===== src/rtl/ram_dp_port_ctrl.sv =====
// Command front-end for one ram_dp port: write/read arbitration plus a 2-entry read response FIFO.
// Define RAM_DP_PORT_CTRL_CLEAR_EN to build in the zeroing sweep (after reset and on clear_start).
module ram_dp_port_ctrl #(
    parameter int DATA_WIDTH = 32,
    parameter int ADDR_WIDTH = 10
) (
    input  logic                  clk,
    input  logic                  rst,
    input  logic [ADDR_WIDTH-1:0] wr_cmd_addr,
    input  logic [DATA_WIDTH-1:0] wr_cmd_data,
    input  logic                  wr_cmd_valid,
    output logic                  wr_cmd_ready,
    input  logic [ADDR_WIDTH-1:0] rd_cmd_addr,
    input  logic                  rd_cmd_valid,
    output logic                  rd_cmd_ready,
    output logic [DATA_WIDTH-1:0] rd_resp_data,
    output logic                  rd_resp_valid,
    input  logic                  rd_resp_ready,
    output logic                  ram_we,
    output logic [ADDR_WIDTH-1:0] ram_addr,
    output logic [DATA_WIDTH-1:0] ram_din,
    input  logic [DATA_WIDTH-1:0] ram_dout,
    input  logic                  clear_start,
    output logic                  busy
);

    logic                  in_flight;
    logic                  last_wr;
    logic [1:0]            count;
    logic [1:0]            occ;
    logic                  wr_ptr;
    logic                  rd_ptr;
    logic                  push;
    logic                  pop;
    logic                  rd_elig;
    logic                  wr_gnt;
    logic                  rd_gnt;
    logic                  clr_gnt;
    logic [ADDR_WIDTH-1:0] clr_addr;
    logic [DATA_WIDTH-1:0] fifo_mem [2];

`ifdef RAM_DP_PORT_CTRL_CLEAR_EN
    localparam logic [ADDR_WIDTH-1:0] LAST_ADDR = '1;

    typedef enum logic {
        S_RUN,
        S_CLEAR
    } state_t;

    state_t                state;
    state_t                state_nxt;
    logic [ADDR_WIDTH-1:0] clr_addr_nxt;

    always_ff @(posedge clk) begin
        if (rst) begin
            state    <= S_CLEAR;
            clr_addr <= '0;
        end else begin
            state    <= state_nxt;
            clr_addr <= clr_addr_nxt;
        end
    end

    always_comb begin
        state_nxt    = state;
        clr_addr_nxt = clr_addr;
        unique case (state)
            S_RUN: begin
                if (clear_start) begin
                    state_nxt    = S_CLEAR;
                    clr_addr_nxt = '0;
                end
            end
            S_CLEAR: begin
                clr_addr_nxt = clr_addr + ADDR_WIDTH'(1);
                if (clr_addr == LAST_ADDR) begin
                    state_nxt = S_RUN;
                end
            end
            default: state_nxt = S_RUN;
        endcase
    end

    assign busy    = (state == S_CLEAR);
    // The sweep must not write while reset holds the port idle.
    assign clr_gnt = busy & ~rst;
`else
    logic unused_clear_start;

    assign unused_clear_start = clear_start;
    assign busy               = 1'b0;
    assign clr_gnt            = 1'b0;
    assign clr_addr           = '0;
`endif

    assign rd_resp_valid = (count != 2'd0);
    assign rd_resp_data  = fifo_mem[rd_ptr];
    assign pop           = rd_resp_valid & rd_resp_ready;
    assign push          = in_flight;
    assign occ           = count + {1'b0, in_flight};
    // A slot freed by this cycle's pop can be reused by a new read.
    assign rd_elig       = rd_cmd_valid &
                           ((occ < 2'd2) | ((occ == 2'd2) & pop));

    always_comb begin
        wr_gnt = 1'b0;
        rd_gnt = 1'b0;
        if (!rst && !busy) begin
            if (wr_cmd_valid && rd_elig) begin
                if (last_wr) begin
                    rd_gnt = 1'b1;
                end else begin
                    wr_gnt = 1'b1;
                end
            end else if (wr_cmd_valid) begin
                wr_gnt = 1'b1;
            end else if (rd_elig) begin
                rd_gnt = 1'b1;
            end
        end
    end

    assign wr_cmd_ready = wr_gnt;
    assign rd_cmd_ready = rd_gnt;

    always_comb begin
        ram_we   = 1'b0;
        ram_addr = '0;
        ram_din  = '0;
        unique case (1'b1)
            clr_gnt: begin
                ram_we   = 1'b1;
                ram_addr = clr_addr;
            end
            wr_gnt: begin
                ram_we   = 1'b1;
                ram_addr = wr_cmd_addr;
                ram_din  = wr_cmd_data;
            end
            rd_gnt: begin
                ram_addr = rd_cmd_addr;
            end
            default: begin
            end
        endcase
    end

    always_ff @(posedge clk) begin
        if (rst) begin
            in_flight <= 1'b0;
            last_wr   <= 1'b0;
            count     <= 2'd0;
            wr_ptr    <= 1'b0;
            rd_ptr    <= 1'b0;
        end else begin
            in_flight <= rd_gnt;
            if (wr_gnt || rd_gnt) begin
                last_wr <= wr_gnt;
            end
            if (push) begin
                wr_ptr <= ~wr_ptr;
            end
            if (pop) begin
                rd_ptr <= ~rd_ptr;
            end
            unique case ({push, pop})
                2'b10:   count <= count + 2'd1;
                2'b01:   count <= count - 2'd1;
                default: count <= count;
            endcase
        end
    end

    always_ff @(posedge clk) begin
        if (push) begin
            fifo_mem[wr_ptr] <= ram_dout;
        end
    end

endmodule


===== config.mk =====
export PLATFORM = sky130hd
export DESIGN_NAME = ram_dp_port_ctrl
export DESIGN_NICKNAME = d
export VERILOG_FILES = /design/src/rtl/ram_dp_port_ctrl.sv
export SDC_FILE = /design/constraint.sdc
export NUM_CORES = 1
export LEC_CHECK = 0
export CORE_MARGIN = 3
export CORE_UTILIZATION = 25
export CTS_BUF_LIST = sky130_fd_sc_hd__clkbuf_8 sky130_fd_sc_hd__clkbuf_16
export CTS_CLUSTER_SIZE = 16
export DETAILED_ROUTE_END_ITERATION = 10
export PLACE_DENSITY_LB_ADDON = 0.3
export SETUP_SLACK_MARGIN = 0.2
export SYNTH_ARGS = -nofsm -noshare
export SYNTH_HDL_FRONTEND = slang
export SYNTH_SLANG_ARGS = --single-unit

===== constraint.sdc =====
create_clock -name clk -period 3.14 [get_ports clk]
set_clock_uncertainty 0.15 [all_clocks]
set_input_delay 0.628 -clock clk [delete_from_list [all_inputs] [get_ports clk]]
set_output_delay 0.628 -clock clk [all_outputs]
set_load 0.01 [all_outputs]

==> impl_results.md <==
* CP max stage delay at 330 ps
* Initial antenna violation count at 0
* Placed Cells at around 540
* Ant. Diodes at 0
* Vias in the first global route at about 2,600
* GRT Total Usage at a little under an eighth
* Leak at about 2 nW
* Sink Count at just over 70
* Initial Utilization at roughly 26%
* MaxCap Viol Count at 0
* Worst-Skew Late Latency at roughly 320 ps
* Row Count at 40
* Final Cycle Share at just over 90%
* Routed WL at 8.17 mm
* Post-Syn Area per Cell at ~15 sq um
* Crit path time final at just under 3000 ps
* Post-synth cell types at 31
* Dominant cells by area after synthesis: edfxtp_1 (61%), mux2_2 (11%), and2_1 (6.7%), dfxtp_1 (4.4%), a32o_1 (3.2%)
* TritonCTS clock tree: done
* Hpwl dp at approximately 5.8 mm
* R2R Path Start: count[0]
* Slowest CP cell: dfxtp_2
* CTS Buffer Depth at 2
* Worst Path Buf+Inv at 4
* IO Pins at approximately 170
* Die Y-Extent at 118 um
* Clock-pin transition on the worst setup and hold timing paths at around 50 ps
* Seq. cell area at 2070 sq um
* Fillcell total at between 1,000 and 1,500
* FF+latch count, synth at slightly above 70
* Cell Area, Synth at 3160 sq um
* PD cells at ~540 nW/um^2
* Unrepaired setup endpoints after global routing: true
* Critical path fanouts, max at 8
* NumNets Final at slightly below 500
* Peak VDD IR at ~0.00025 V
* CP startpoint kind: flip-flop
* Cell chain of the critical path: ha_4 > nand2b_4 > o21ai_4 > buf_6 > a41oi_4 > buf_6 > buf_16 > and2_1 > clkdlybuf4s15_1
* Area leader, netlist: edfxtp_1
* Largest net degree at the start of global routing at 33
* CP Launch Point: in_flight
* Routed WL per cell at 14.6 um
* Hold Path Class: reg -> reg
* Crit Path Class: reg -> out
* HP Start: rd_ptr
* CP Data Arrival Time at about 2100 ps
* Setup-failing EPs final at 0
* Post-DRT Antenna Nets at 0
* H-tree depth at 3
* Synth top area share at between 60% and 70%
* Most frequent CP cell: buf_6
* Clock root cell: clkbuf_16
* Die area at around 14,000 sq um
* Share of layout cells above drive strength 1 at 31.3%
* Buffers added on ports at 166
* Final worst slack at 249 ps
* Worst Setup End Kind: output port
* Vias per cell at roughly 4.2
* Fin util at between 40% and 50%
* Die width at between 100 and 150 um
* Core footprint at approximately 12,000 sq um
* Max Fclk at 346 MHz
* Final hold viol count at 0
* Area Overhead vs Synth at 70.9%
* Multi-input gate area at 1020 sq um
* Status: completed
* Total negative slack at 0 ps
* Placement Cell Area at 5040 sq um
* Worst path required time at roughly 2400 ps
* Yosys Warn Count at 0
* Mapped Cells at 204
* Sequential element share of the synthesized area at between 60% and 70%
* Worst Tran Pin Value at approximately 850 ps
* Place WS at -170 ps
* Final Max Slew Viols at 0
* First drt pass iteration count at 4
* Fin area at around 5400 sq um
* Total gr overflow at 0
* Initial DRC count at between 70 and 80
* First-pass GRT wire length at approximately 13 mm
* Mapped Nets at just under 300
* Cts bufs inserted at 9
* Residual DRC at 0
* Max_slew headroom at 43.3%
* Via count at 2,334
* Fin cells at between 500 and 600
* CP top delay family: buffers and inverters
* Routability cong. at just under 0.7
[cell type report]
type / count / area share, %
inverter: 4 / 0.278
multi-input combinational: 115 / 18.9
tap: 168 / 3.90
timing repair buffer: 188 / 33.1
clock inverter: 6 / 1.44
clock buffer: 9 / 4.17
sequential: 71 / 38.3
[where the power goes]
part	switching [mW]	internal, mW	total, mW
clock network	0.347	0.681	1.03
logic	0.280	0.470	0.750
registers	0.0426	1.09	1.13
[worst paths after layout]
| path | cells after the start | to | slack (ps) |
|---|---|---|---|
| worst max-delay path | 9 | ram_din[2] | 250 |
| worst min register to register | 2 | rd_ptr | 360 |
| worst max register to register | 6 | count[1] | 1130 |
| worst min-delay path | 2 | rd_ptr | 360 |
[synthesized netlist by cell type]
cell type	count
a21oi_1	1
a32o_1	10
a41oi_4	1
and2_1	34
and2_2	1
and2b_1	2
buf_2	3
buf_4	3
buf_6	5
clkbuf_1	3
conb_1	1
dfxtp_1	7
edfxtp_1	64
ha_1	2
inv_1	3
inv_2	1
mux2_1	1
mux2_2	31
nand2b_2	1
nand3b_2	1
nand4_2	1
nor2_1	7
nor2b_1	11
nor2b_2	1
o2111a_2	1
o21ai_0	1
o21ai_4	1
or2_2	1
or3_1	1
xnor2_1	3
xor2_1	1
[worst register-to-register path, delay by kind of cell, from the launching register on]
kind / cells / cell delay [ps]
buf+inv: 1 / 150
fa+ha+maj: 1 / 330
compound gates: 1 / 150
flops: 1 / 330
simple gates: 3 / 830
[what timing repair did]
| item | CTS | global route |
|---|---|---|
| buffers inserted | 8 | 1 |
| pin swaps | 3 | 2 |
| endpoints found under the setup margin | 45 | 29 |
| gates resized for setup | 144 | 27 |
| gates cloned | 2 | 0 |
| hold buffers | 0 | 0 |
[stage by stage]
stage               hold WS [ps]  total power, mW
floorplan                    331             1.47
global placement             349             1.88
detailed placement           352             1.89
CTS                          370             2.95
global route                 407             3.05
finish                       365             2.91
[logic make-up (layout without fill, tap and decap cells)]
kind of cell / count (synthesis) / after routing / synth area share, %
DFF: 71 / 71 / 65.3
and+or+nand+nor: 61 / 61 / 12.2
muxes: 32 / 32 / 11.4
buffers and inverters: 18 / 207 / 3.80
AOI/OAI and AO/OA: 15 / 15 / 5.27
xor gates and xnor gates: 4 / 4 / 1.11
adders and majority gates: 2 / 2 / 0.793
other: 1 / 1 / 0.119
[placed cells by master (no fill, tap or decap), types with 2 or more instances in the layout]
cell type / synthesis / final
xnor2_1: 3 / 3
buf_2: 3 / 20
buf_6: 5 / 11
clkdlybuf4s15_1: 0 / 5
and2_1: 34 / 29
clkbuf_2: 0 / 8
clkbuf_16: 0 / 9
dlymetal6s2s_1: 0 / 2
nor2_1: 7 / 6
buf_4: 3 / 11
mux2_2: 31 / 31
buf_12: 0 / 2
inv_2: 1 / 2
clkdlybuf4s50_1: 0 / 118
dfxtp_2: 0 / 3
a32o_1: 10 / 10
nor2b_1: 11 / 10
bufinv_16: 0 / 2
inv_1: 3 / 3
clkdlybuf4s15_2: 0 / 3
buf_16: 0 / 2
and2_4: 0 / 4
dlygate4sd2_1: 0 / 6
and2_2: 1 / 2
dfxtp_1: 7 / 4
edfxtp_1: 64 / 64
and2b_1: 2 / 2
clkinv_2: 0 / 2
[registers in the layout (all words and copies together) (netlist names), named ones only]
register	count
fifo_mem	64
count	2
in_flight	1
last_wr	1
rd_ptr	1
wr_ptr	1
[metal layers]
layer | part of all wire [%] | up-vias | wire, um | track usage, %
li1 | - | 1110 | - | -
met1 | 39 | 1095 | 3150 | 12.7
met2 | 52 | 124 | 4230 | 20.8
met3 | 9.1 | 5 | 743 | 4.69
met4 | 0.58 | 0 | 47 | 3.04
met5 | 0 | - | 0 | 0
Power figures use the tool's default switching activity.
